File: src/rtl/y86_alu_pkg.sv
// y86_alu_pkg: operation encodings and default width shared by the Y86 ALU files.
`default_nettype none

package y86_alu_pkg;

  localparam int unsigned ALU_DEFAULT_WIDTH = 64;

  localparam logic [1:0] ALU_ADD = 2'd0;
  localparam logic [1:0] ALU_SUB = 2'd1;
  localparam logic [1:0] ALU_AND = 2'd2;
  localparam logic [1:0] ALU_XOR = 2'd3;

endpackage

`default_nettype wire

File: src/rtl/alu_addsub64.sv
// alu_addsub64: combinational adder/subtractor producing sum, carry-out and signed overflow.
`default_nettype none

module alu_addsub64
  import y86_alu_pkg::*;
#(
  parameter int unsigned WIDTH = ALU_DEFAULT_WIDTH
) (
  input  logic [WIDTH-1:0] a,
  input  logic [WIDTH-1:0] b,
  input  logic             sub,
  output logic [WIDTH-1:0] sum,
  output logic             carry,
  output logic             overflow
);

  logic [WIDTH-1:0] b_eff;
  logic [WIDTH:0]   full_sum;

  // Subtract as a + ~b + 1, so carry = 1 means no borrow.
  assign b_eff    = sub ? ~b : b;
  assign full_sum = {1'b0, a} + {1'b0, b_eff} + {{WIDTH{1'b0}}, sub};
  assign sum      = full_sum[WIDTH-1:0];
  assign carry    = full_sum[WIDTH];

  // Overflow seen at the adder's own inputs covers both add and sub.
  assign overflow = (a[WIDTH-1] == b_eff[WIDTH-1]) && (sum[WIDTH-1] != a[WIDTH-1]);

endmodule

`default_nettype wire

File: src/rtl/y86_alu.sv
// y86_alu: registered 64-bit add/sub/and/xor ALU for the Y86 execute stage.
// Define ALU_CC_EN to keep the zf/sf/of condition-code registers; otherwise they read as 0.
`default_nettype none

module y86_alu
  import y86_alu_pkg::*;
#(
  parameter int unsigned WIDTH = ALU_DEFAULT_WIDTH
) (
  input  logic             clock,
  input  logic             reset,
  input  logic             alu_en,
  input  logic [1:0]       control,
  input  logic [WIDTH-1:0] input1,
  input  logic [WIDTH-1:0] input2,
  output logic [WIDTH-1:0] alu_out,
  output logic             alu_carry_out,
  output logic             alu_overflow_check,
  output logic             zf,
  output logic             sf,
  output logic             of
);

  logic [WIDTH-1:0] as_sum;
  logic             as_carry;
  logic             as_overflow;
  logic [WIDTH-1:0] result;
  logic             carry;
  logic             overflow;

  alu_addsub64 #(.WIDTH(WIDTH)) u_addsub (
    .a        (input1),
    .b        (input2),
    .sub      (control == ALU_SUB),
    .sum      (as_sum),
    .carry    (as_carry),
    .overflow (as_overflow)
  );

  always_comb begin
    result   = as_sum;
    carry    = 1'b0;
    overflow = 1'b0;
    case (control)
      ALU_ADD, ALU_SUB: begin
        carry    = as_carry;
        overflow = as_overflow;
      end
      ALU_AND: result = input1 & input2;
      default: result = input1 ^ input2;
    endcase
  end

  always_ff @(posedge clock) begin
    if (reset) begin
      alu_out            <= '0;
      alu_carry_out      <= 1'b0;
      alu_overflow_check <= 1'b0;
    end else if (alu_en) begin
      alu_out            <= result;
      alu_carry_out      <= carry;
      alu_overflow_check <= overflow;
    end
  end

`ifdef ALU_CC_EN
  always_ff @(posedge clock) begin
    if (reset) begin
      zf <= 1'b0;
      sf <= 1'b0;
      of <= 1'b0;
    end else if (alu_en) begin
      zf <= (result == '0);
      sf <= result[WIDTH-1];
      of <= overflow;
    end
  end
`else
  assign zf = 1'b0;
  assign sf = 1'b0;
  assign of = 1'b0;
`endif

endmodule

`default_nettype wire

File: config.mk
export PLATFORM = sky130hd
export DESIGN_NAME = y86_alu
export DESIGN_NICKNAME = d
export VERILOG_FILES = /design/src/rtl/y86_alu_pkg.sv /design/src/rtl/alu_addsub64.sv /design/src/rtl/y86_alu.sv
export SDC_FILE = /design/constraint.sdc
export NUM_CORES = 1
export LEC_CHECK = 0
export BUFFER_PORTS_ARGS = -buffer_cell sky130_fd_sc_hd__buf_2
export CORE_AREA = 2 2 123 125
export CTS_BUF_LIST = sky130_fd_sc_hd__clkbuf_4
export DETAILED_ROUTE_END_ITERATION = 8
export DIE_AREA = 0 0 125 127
export HOLD_SLACK_MARGIN = 0.1
export PLACE_DENSITY = 0.89
export SETUP_SLACK_MARGIN = 0.02
export SYNTH_ARGS = -nofsm -noshare
export SYNTH_HDL_FRONTEND = slang
export SYNTH_SLANG_ARGS = --single-unit
File: constraint.sdc
create_clock -name clock -period 8.8 [get_ports clock]
set_input_delay 1.76 -clock clock [delete_from_list [all_inputs] [get_ports clock]]
set_output_delay 1.76 -clock clock [all_outputs]
set_load 0.03 [all_outputs]
# Word-level counts from Yosys, hierarchy flattened
# Cells that the tools add are included.
# totals
word_cells	19
output_inout_bits	69
ff_bits	66
inputBits	133
# op_classes
bitwise_logic	3
addsub	2
muxes	4
reduce_logical	3
eq_ne	4
# op_table
cell	n
64-bit one-hot mux with 2 select lines	1
64-bit by 64-bit adder with 65-bit output	1
65-bit by 1-bit adder with 65-bit output	1
64-bit AND	1
64-bit two-way mux	1
64-bit inverter	1
64-bit bitwise XOR	1
2-bit by 1-bit equality test with 1-bit output, second input constant	1
2-bit equality test, second input constant	1
2-bit zero test	1
1-bit two-way mux	2
2-bit OR reduction	1
1-bit equality test	1
1-bit logical AND	1
1-bit != test	1

# Logic depth before layout (Yosys ltp)
# Gate-level depths: netlist of the first run.
# depth
depth_word	7
ltp_mapped	17
depth_no_buf	14

# Hierarchy
# From an unflattened synthesis of the first run, not the netlist that was laid out.
# unflattened
cells_unflattened	1107
hier_area_um2	9869.5
# by_module_without_submodules
mod	area_per_inst_um2	cells_each	n_inst	seq_area_each_um2
y86_alu	5265.0	447	1	1321.3
alu_addsub64	4604.4	660	1	0.0

# Worst setup path after synthesis of the first run
# No wires, ideal clock.
# synth_path
path_type	input port to flip-flop
from	in control[0]
to	reg alu_overflow_check
setup_ns	0.117
setup_slack_ns	2.573
arrival_time_ns	6.109
required_ns	8.683
n_path_buf	5
stages	17
cell_sequence	buf_2 -> clkbuf_1 -> buf_1 -> nand2_1 -> clkbuf_1 -> xnor2_1 -> ha_1 -> buf_2 -> nand4_2 -> or3_4 -> or4_4 -> o22ai_2 -> o2111ai_2 -> a2111oi_2 -> and3_2 -> o21ai_1 -> a32o_1
# synth_via
elab_chain_cells	7
elab_cells_between_ends	10
cone_classes	add/sub (2); eq/ne (3); mux (2); reduce/logical (3)
# synth_lines
element	line	source
start: declaration	y86_alu.sv:13	input logic [1:0] control,
2-bit by 1-bit equality test with 1-bit output	y86_alu.sv:34, y86_alu.sv:44	
64-bit two-way mux	alu_addsub64.sv:21	assign b_eff = sub ? ~b : b;
64-bit by 64-bit adder with 65-bit output	alu_addsub64.sv:22	assign full_sum = {1'b0, a} + {1'b0, b_eff} + {{WIDTH{1'b0}}, sub};
65-bit by 1-bit adder with 65-bit output	alu_addsub64.sv:22	
1-bit != test	alu_addsub64.sv:27	assign overflow = (a[WIDTH-1] == b_eff[WIDTH-1]) && (sum[WIDTH-1] != a[WIDTH-1]);
1-bit logical AND	alu_addsub64.sv:27	
1-bit two-way mux (*)	y86_alu.sv:44	case (control)
end signal: assignment	y86_alu.sv:62	alu_overflow_check <= overflow;
end: declaration	y86_alu.sv:18	output logic alu_overflow_check,
# Mark *: on every way between the ends. The rest lies on a longest branch, timed or not.
# A chain may end at the register's enable or synchronous reset.

# Worst setup path after layout of the first run
# layout_path
from	in control[1]
to	reg alu_out[52]
# layout_via
elab_chain_cells	5
elab_cells_between_ends	8
cone_classes	add/sub (2); eq/ne (2); mux (2); reduce/logical (2)
# layout_lines
element	line	source
2-bit by 1-bit equality test with 1-bit output	y86_alu.sv:34, y86_alu.sv:44	
64-bit two-way mux	alu_addsub64.sv:21	
64-bit by 64-bit adder with 65-bit output	alu_addsub64.sv:22	
65-bit by 1-bit adder with 65-bit output	alu_addsub64.sv:22	
64-bit one-hot mux with 2 select lines (*)	y86_alu.sv:44	
end signal: assignment	y86_alu.sv:60	alu_out <= result;
end: declaration	y86_alu.sv:16	output logic [WIDTH-1:0] alu_out,
# Marked as above.

==> load_flow_metrics.sql, run 1 <==
INSERT INTO impl_metrics (metric_group, metric, value, unit) VALUES
('status', 'result_of_the_run', 'completed', ''),
('worst_setup_path', 'max_stage_delay', '0.57', 'ns'),
('synthesis', 'synth_top_cells_by_area', 'ha_1 19%, dfxtp_1 15%, xnor2_1 9.0%, a21oi_1 7.0%, mux2i_1 6.1%', ''),
('placement', 'dp_hpwl', '21090', 'µm'),
('synthesis', 'synth_async_sr_flop_share', '0', ''),
('grt', 'grt_usage', '0.3382', ''),
('worst_setup_path', 'critical_path.startpoint', 'control[1]', ''),
('pwr', 'total_power', '1409', 'µW'),
('placement', 'area_after_dpl', '9871', 'µm²'),
('synthesis', 'synth_area', '8880', 'µm²'),
('synthesis', 'synth_top_cell_area_share', '0.1888', ''),
('drt', 'initialDrtViolationCount', '720', ''),
('synthesis', 'yosysWarnings', '0', ''),
('floorplan', 'initial_core_util', '0.6156', ''),
('floorplan', 'placeableCoreArea', '14420', 'µm²'),
('clocking', 'cts_tree', 'yes', ''),
('layout', 'nets', '1587', ''),
('synthesis', 'synthMuxAreaShare', '0.07228', ''),
('sta', 'final.setup_skew', '0', 'ns'),
('sta', 'max_freq', '161.8', 'MHz'),
('clocking', 'clock_tree_root_driver_cell', 'clkbuf_4', ''),
('worst_setup_path', 'critPathCapture', 'alu_out[52]$_SDFFE_PP0P_', ''),
('worst_setup_path', 'r2r_end', 'alu_out[57]$_SDFFE_PP0P_', ''),
('synthesis', 'postSynthAreaPerCell', '7.551', 'µm²'),
('pwr', 'ir_worst_vdd', '0.09096', 'mV'),
('pwr', 'power.density', '140.5', 'nW/µm²'),
('drt', 'via_per_inst', '6.354', ''),
('sta', 'maxSlewHeadroom', '0.3286', ''),
('clocking', 'cts.hold.buffers_added', '0', ''),
('sta', 'final_period_minus_worst_setup_slack', '6.180', 'ns'),
('sta', 'setup_violations', '0', ''),
('layout', 'final.fill_count', '1236', ''),
('sta', 'rsz0062_at_grt', 'false', ''),
('worst_setup_path', 'cp_data_arrival_time', '6.57', 'ns'),
('synthesis', 'ys_dominant_reg_cell', 'dfxtp_1', ''),
('worst_setup_path', 'critical-path-top-cell-by-count', 'a31oi_1', ''),
('worst_setup_path', 'r2r_start', 'alu_out[57]$_SDFFE_PP0P_', ''),
('sta', 'tightest_slew', '1.003', 'ns'),
('worst_setup_path', 'maximum_fanout_count_along_the_critical_path', '43', ''),
('layout', 'multi_input_area', '7179', 'µm²'),
('worst_setup_path', 'worst-path-stages', '15', ''),
('worst_setup_path', 'endpoint_kind', 'flop', ''),
('clocking', 'cts-htree-levels', '3', ''),
('pwr', 'lkg_pwr', '0.004640', 'µW'),
('layout', 'area_growth_syn_to_layout', '12.95', '%'),
('floorplan', 'num_io_pins', '202', ''),
('floorplan', 'fp.dieH', '127', 'µm'),
('drt', 'via_count', '9588', ''),
('drt', 'drc', '0', ''),
('worst_setup_path', 'type_of_the_worst_setup_path', 'input pin to flop', ''),
('worst_hold_path', 'worstHoldPathType', 'flop to flop', ''),
('worst_setup_path', 'critPathRequiredTime', '9.19', 'ns'),
('synthesis', 'combinational_family_with_the_most_area_after_synthesis', 'compound AO/OA/AOI/OAI gates', ''),
('synthesis', 'synth_cells', '1176', ''),
('drt', 'detail_route.wirelength', '27510', 'µm'),
('synthesis', 'synth.ff_latch_count', '66', ''),
('placement', 'io_buffer_count', '198', ''),
('floorplan', 'row_count', '44', ''),
('synthesis', 'synth-compound-area-share', '0.2610', ''),
('clocking', 'sinks_on_the_clock_net', '66', ''),
('grt', 'grt_start_max_net_pins', '68', ''),
('worst_setup_path', 'cp_top_family', 'compound AO/OA/AOI/OAI gates', ''),
('floorplan', 'design.die.area', '15880', 'µm²'),
('job', 'drv_cap', '0', ''),
('clocking', 'cts.clk_slew.worst_paths', '0.13', 'ns'),
('synthesis', 'synthDistinctLibCells', '74', ''),
('clocking', 'numCtsBuffers', '9', ''),
('clocking', 'post-cts-setup-buffer-count', '0', ''),
('layout', 'final-seq-area', '1321', 'µm²'),
('worst_setup_path', 'rrSetupSlack', '7.88', 'ns'),
('sta', 'finalHoldViolations', '0', '');
==> worst min path at each step <==
stage,endpoint,from,slack [ns]
2_1_floorplan,alu_out[59]$_SDFFE_PP0P_,alu_out[59]$_SDFFE_PP0P_,0.57
3_3_place_gp,alu_out[19]$_SDFFE_PP0P_,alu_out[19]$_SDFFE_PP0P_,0.44
3_5_place_dp,alu_out[19]$_SDFFE_PP0P_,alu_out[19]$_SDFFE_PP0P_,0.44
4_1_cts,alu_out[29]$_SDFFE_PP0P_,alu_out[29]$_SDFFE_PP0P_,0.47
5_1_grt,alu_out[32]$_SDFFE_PP0P_,alu_out[32]$_SDFFE_PP0P_,0.49
6_report,alu_out[29]$_SDFFE_PP0P_,alu_out[29]$_SDFFE_PP0P_,0.47
==> cells in the final DEF, fill, tap and decap left out, types with 5 or more instances in the layout <==
cell	instances
or3_1	9
nand2b_1	7
ha_1	134
buf_2	197
a21o_1	20
o221ai_1	5
mux2i_1	54
inv_1	25
nand2_1	98
o31ai_1	9
a21oi_1	125
xor2_1	19
xnor2_1	91
clkbuf_4	10
nand4_1	24
dfxtp_1	66
o21bai_1	18
nor2_1	115
o211ai_1	19
a31oi_1	11
a211oi_1	27
o21ai_0	66
nand3_1	14
mux2_2	8
buf_4	7
o21a_1	17
o22ai_1	5
nor3_1	37
==> worst reg2reg max path, stage by stage (launching register included) <==
cell and delay, ns:
dfxtp_1 0.40, nor2_1 0.05, a211oi_1 0.26, nand2_1 0.07
nor2_1 0.08
==> flip-flops by register name, indices dropped and copies added, names as in the netlist <==
name / flops
alu_overflow_check: 1
alu_carry_out: 1
alu_out: 64
==> layer usage <==
metal / wire length [µm] / GRT usage / share of wire / vias up
li1: - / - / - / 4595
met1: 12040 / 0.4500 / 0.44 / 4473
met2: 12600 / 0.5633 / 0.46 / 453
met5: 0 / 0 / 0 / -
met4: 688 / 0.1124 / 0.025 / 0
met3: 2190 / 0.05235 / 0.080 / 67
==> cells in the mapped netlist, types with 20 or more instances <==
library cell  number
a21oi_1          125
a21o_1            20
nor3_1            37
inv_1             26
o21ai_0           66
mux2i_1           54
dfxtp_1           66
a211oi_1          27
nand4_1           24
clkbuf_1          62
xnor2_1           91
nand2_1           99
ha_1             134
nor2_1           115
==> kinds of logic after synthesis <==
kind of cell               after synthesis
other                                    1
xor gates and xnor gates               110
adders and majority gates              135
DFF                                     66
buffers and inverters                  101
AOI/OAI and AO/OA                      363
and+or+nand+nor                        337
muxes                                   63
==> area by class of cell <==
class                           instances  area share
Antenna cell                            1   0.0002495
Sequential cell                        66      0.1317
Clock buffer                           10    0.007485
Clock inverter                          6    0.008109
Timing Repair Buffer                  204      0.1035
Tap cell                              184     0.02295
Multi-Input combinational cell       1011      0.7158
Inverter                               27     0.01010
==> power breakdown <==
part | internal, µW | leakage, µW | switching [µW] | total [µW]
logic | 305 | 0.00401 | 505 | 810
registers | 329 | 0.000546 | 16.0 | 345
clock network | 116 | 0.0000838 | 137 | 253
==> metrics by stage <==
step	cells	utilization	hold slack [ns]
2_1_floorplan	1178	-	0.5713
3_5_place_dp	1492	0.6843	0.4437
6_report	1509	0.6954	0.4734
5_1_grt	1509	0.6954	0.4933
4_1_cts	1508	0.6952	0.4736
3_3_place_gp	1492	0.6843	0.4418
No activity file was read; power rests on OpenSTA's default activity.
==> run 2: changes to the inputs <==
ABC_AREA = 1   (was unset)
CORE_AREA = 2 2 132 134   (was 2 2 123 125)
DIE_AREA = 0 0 134 136   (was 0 0 125 127)
PLACE_DENSITY = 0.83   (was 0.89)
clock period = 5.89 ns   (was 8.8 ns; I/O delays follow)
==> load_flow_metrics.sql, run 2 <==
INSERT INTO impl_metrics (metric_group, metric, value, unit) VALUES
('placement', 'dp_hpwl', '29670', 'µm'),
('worst_setup_path', 'maximum_fanout_count_along_the_critical_path', '31', ''),
('grt', 'grt_first_pass_wirelength', '56220', 'µm'),
('drt', 'wire_per_inst', '18.79', 'µm'),
('synthesis', 'post_synth_most_frequent_cells', '365 x nand2_1, 180 x inv_1, 175 x nor2_1', ''),
('layout', 'commonest_non_fill_non_tap_cell_in_the_layout', 'nand2_1', ''),
('grt', 'grt-ovfl-total', '0', ''),
('synthesis', 'synth.yosys.seq_area_share', '0.1385', ''),
('sta', 'maxSlewHeadroom', '0.4861', ''),
('synthesis', 'netlist.top_cell.by_area', 'ha_1', ''),
('grt', 'via_count_of_the_first_global_routing_pass', '10590', ''),
('clocking', 'clock_tree_root_driver_cell', 'clkbuf_4', ''),
('grt', 'grt_antenna_before_repair', '1', ''),
('layout', 'final-seq-area', '1321', 'µm²'),
('clocking', 'cts.clk_slew.worst_paths', '0.15', 'ns'),
('synthesis', 'synth_async_sr_flop_share', '0', ''),
('layout', 'final.fill_count', '1646', ''),
('synthesis', 'synth_area', '9540', 'µm²'),
('drt', 'initialDrtViolationCount', '1267', ''),
('synthesis', 'postSynthAreaPerCell', '6.088', 'µm²'),
('synthesis', 'number_of_flops_mapped_to_enable_cells_by_yosys', '0', ''),
('layout', 'final_layout_size_suffix_gt1_frac', '0.1420', ''),
('placement', 'io_buffer_count', '198', ''),
('sta', 'rsz0062_at_grt', 'false', ''),
('sta', 'final.setup_skew', '0', 'ns'),
('job', 'drv_cap', '0', ''),
('worst_setup_path', 'cp_data_arrival_time', '4.58', 'ns'),
('worst_setup_path', 'critPathRequiredTime', '6.33', 'ns'),
('drt', 'antenna_violating_nets_left', '0', ''),
('drt', 'via_count', '11770', ''),
('synthesis', 'ys_dominant_reg_cell', 'dfxtp_1', ''),
('sta', 'post-route-period-util', '0.7035', ''),
('synthesis', 'synthDistinctLibCells', '39', ''),
('worst_setup_path', 'type_of_the_worst_setup_path', 'input pin to flop', ''),
('clocking', 'post_cts_resized', '0', ''),
('layout', 'layoutNonFillerInstCount', '1972', ''),
('pwr', 'total_power', '2158', 'µW'),
('sta', 'tightest_slew', '0.7708', 'ns'),
('worst_setup_path', 'endpoint_kind', 'flop', ''),
('floorplan', 'placeableCoreArea', '16880', 'µm²'),
('sta', 'setup_total_negative_slack', '0', 'ns'),
('clocking', 'cts.path.max_buffers', '2', ''),
('sta', 'max_freq', '241.3', 'MHz'),
('drt', 'via_per_inst', '5.969', ''),
('pwr', 'clkPwrFrac', '0.186', ''),
('worst_setup_path', 'worst_setup_path_start_kind', 'input pin', ''),
('worst_hold_path', 'worstHoldPathType', 'flop to flop', ''),
('sta', 'final_max_slew_viol_count', '0', ''),
('pwr', 'switching_share', '0.5051', ''),
('clocking', 'sinks_on_the_clock_net', '66', ''),
('floorplan', 'row_count', '48', ''),
('sta', 'finalHoldViolations', '0', ''),
('synthesis', 'synth.ff_latch_count', '66', ''),
('synthesis', 'yosysWarnings', '0', ''),
('floorplan', 'die-width', '134', 'µm'),
('clocking', 'numCtsBuffers', '9', ''),
('synthesis', 'synth_top_cell_area_share', '0.1757', ''),
('synthesis', 'yosysMostFrequentCell', 'nand2_1', ''),
('clocking', 'cts_tree', 'yes', ''),
('layout', 'area_growth_syn_to_layout', '14.19', '%'),
('floorplan', 'initial_core_util', '0.5653', ''),
('sta', 'final.hold.worst_slack', '0.4781', 'ns'),
('grt', 'grt_start_max_net_pins', '69', ''),
('clocking', 'insertion_delay', '0.48', 'ns'),
('sta', 'setup_violations', '0', ''),
('layout', 'nets', '2009', ''),
('pwr', 'power.net_switching', '1090', 'µW'),
('synthesis', 'synth_cells', '1567', ''),
('clocking', 'post-cts-setup-buffer-count', '0', ''),
('drt', 'drc', '0', ''),
('layout', 'largest-register', 'alu_out', ''),
('placement', 'place.detailed.instances', '1954', ''),
('floorplan', 'design.die.area', '18220', 'µm²'),
('sta', 'final_period_minus_worst_setup_slack', '4.144', 'ns'),
('pwr', 'combPwrFrac', '0.577', ''),
('clocking', 'cts-htree-levels', '3', ''),
('clocking', 'cts.hold.buffers_added', '0', ''),
('placement', 'dp_slack', '1.395', 'ns'),
('floorplan', 'num_io_pins', '202', ''),
('pwr', 'ir_worst_vdd', '0.1222', 'mV'),
('floorplan', 'fp.dieH', '136', 'µm'),
('layout', 'layout_top_registers', 'alu_out: 64 flops, alu_carry_out: 1 flops, alu_overflow_check: 1 flops', ''),
('pwr', 'internal-power', '1068', 'µW'),
('sta', 'fin_ws', '1.746', 'ns'),
('drt', 'firstDrtPassIters', '6', ''),
('layout', 'most_frequent_cells_in_the_layout', '365 x nand2_1, 198 x buf_2, 180 x inv_1', ''),
('pwr', 'power.density', '198.1', 'nW/µm²'),
('layout', 'multi_input_area', '7348', 'µm²'),
('worst_hold_path', 'hold_start', 'alu_carry_out$_SDFFE_PP0P_', ''),
('worst_setup_path', 'r2r_start', 'alu_out[30]$_SDFFE_PP0P_', ''),
('pwr', 'lkg_pwr', '0.005408', 'µW'),
('layout', 'largest_register_ff_count', '64', ''),
('grt', 'grt_usage', '0.3974', ''),
('pwr', 'power.sequential.fraction', '0.237', ''),
('status', 'result_of_the_run', 'completed', ''),
('placement', 'gp_routability_congestion', '1.041', ''),
('synthesis', 'synth_top_cells_by_area', 'ha_1 18%, nand2_1 14%, dfxtp_1 14%, a21oi_1 8.3%, inv_1 7.1%', ''),
('drt', 'detail_route.wirelength', '37050', 'µm'),
('worst_setup_path', 'critical_path.startpoint', 'control[1]', '');
[run 2: cell count changes after synthesis, moves of 51 or more]
cell / previous run / this run
nand2_1: 99 / 365
nand3_1: 14 / 103
nor2_1: 115 / 175
mux2i_1: 54 / 3
inv_1: 26 / 180
o21ai_0: 66 / 120
[run 2: worst max-delay path, cell delays in order]
cell     delay (ns)
buf_2          0.33
inv_2          0.10
nand2_4        0.07
buf_4          0.44
xnor2_1        0.13
ha_1           0.44
nand2_1        0.12
nor2_1         0.11
inv_1          0.13
nor3_1         0.48
nand2_1        0.14
nor3_1         0.38
nand2_1        0.16
nand3_1        0.10
nand3_1        0.08
a21oi_1        0.16
[run 2: cells by family after synthesis]
family,Yosys count,share of synthesized area
AOI/OAI and AO/OA,368,0.2264
xor gates and xnor gates,63,0.05784
adders and majority gates,135,0.1778
buffers and inverters,232,0.09285
DFF,66,0.1385
muxes,3,0.003148
other,1,0.0003931
and+or+nand+nor,699,0.3031
[run 2: worst paths after layout]
check | slack [ns] | to | depth (start not counted)
max | 1.75 | alu_out[62]$_SDFFE_PP0P_ | 16
min | 0.48 | alu_carry_out$_SDFFE_PP0P_ | 2
max reg2reg | 5.12 | alu_out[30]$_SDFFE_PP0P_ | 2
min reg2reg | 0.48 | alu_carry_out$_SDFFE_PP0P_ | 2
[run 2: routing by layer]
| metal | routed length (µm) | vias up | global-route usage |
|---|---|---|---|
| met5 | 0 | - | 0 |
| met4 | 1391 | 0 | 0.1436 |
| met3 | 3885 | 92 | 0.08427 |
| met2 | 15590 | 635 | 0.6108 |
| met1 | 16180 | 5403 | 0.5475 |
| li1 | - | 5640 | - |
[run 2: per-stage QoR]
stage | util | cell area (µm²)
after global placement | 0.6343 | 10700
after detailed placement | 0.6343 | 10700
final | 0.6455 | 10890
after floorplan | - | 9548
after global routing | 0.6455 | 10890
after CTS | 0.6438 | 10860
[run 2: final cells by class]
class / count / share of cell area
clock inverters: 7 / 0.008499
inverters: 185 / 0.06374
clock buffers: 9 / 0.006202
diodes: 1 / 0.0002297
well taps: 225 / 0.02584
flip-flops and latches: 66 / 0.1213
multi-input cells: 1271 / 0.6745
repair buffers: 208 / 0.09969
[run 2: power by group through the flow]
stage	combinational (µW)	sequential (µW)	clock (µW)
after floorplan	737	600	0
after global placement	1190	517	0
after detailed placement	1200	519	0
after CTS	1210	509	398
after global routing	1360	515	417
final	1250	510	401
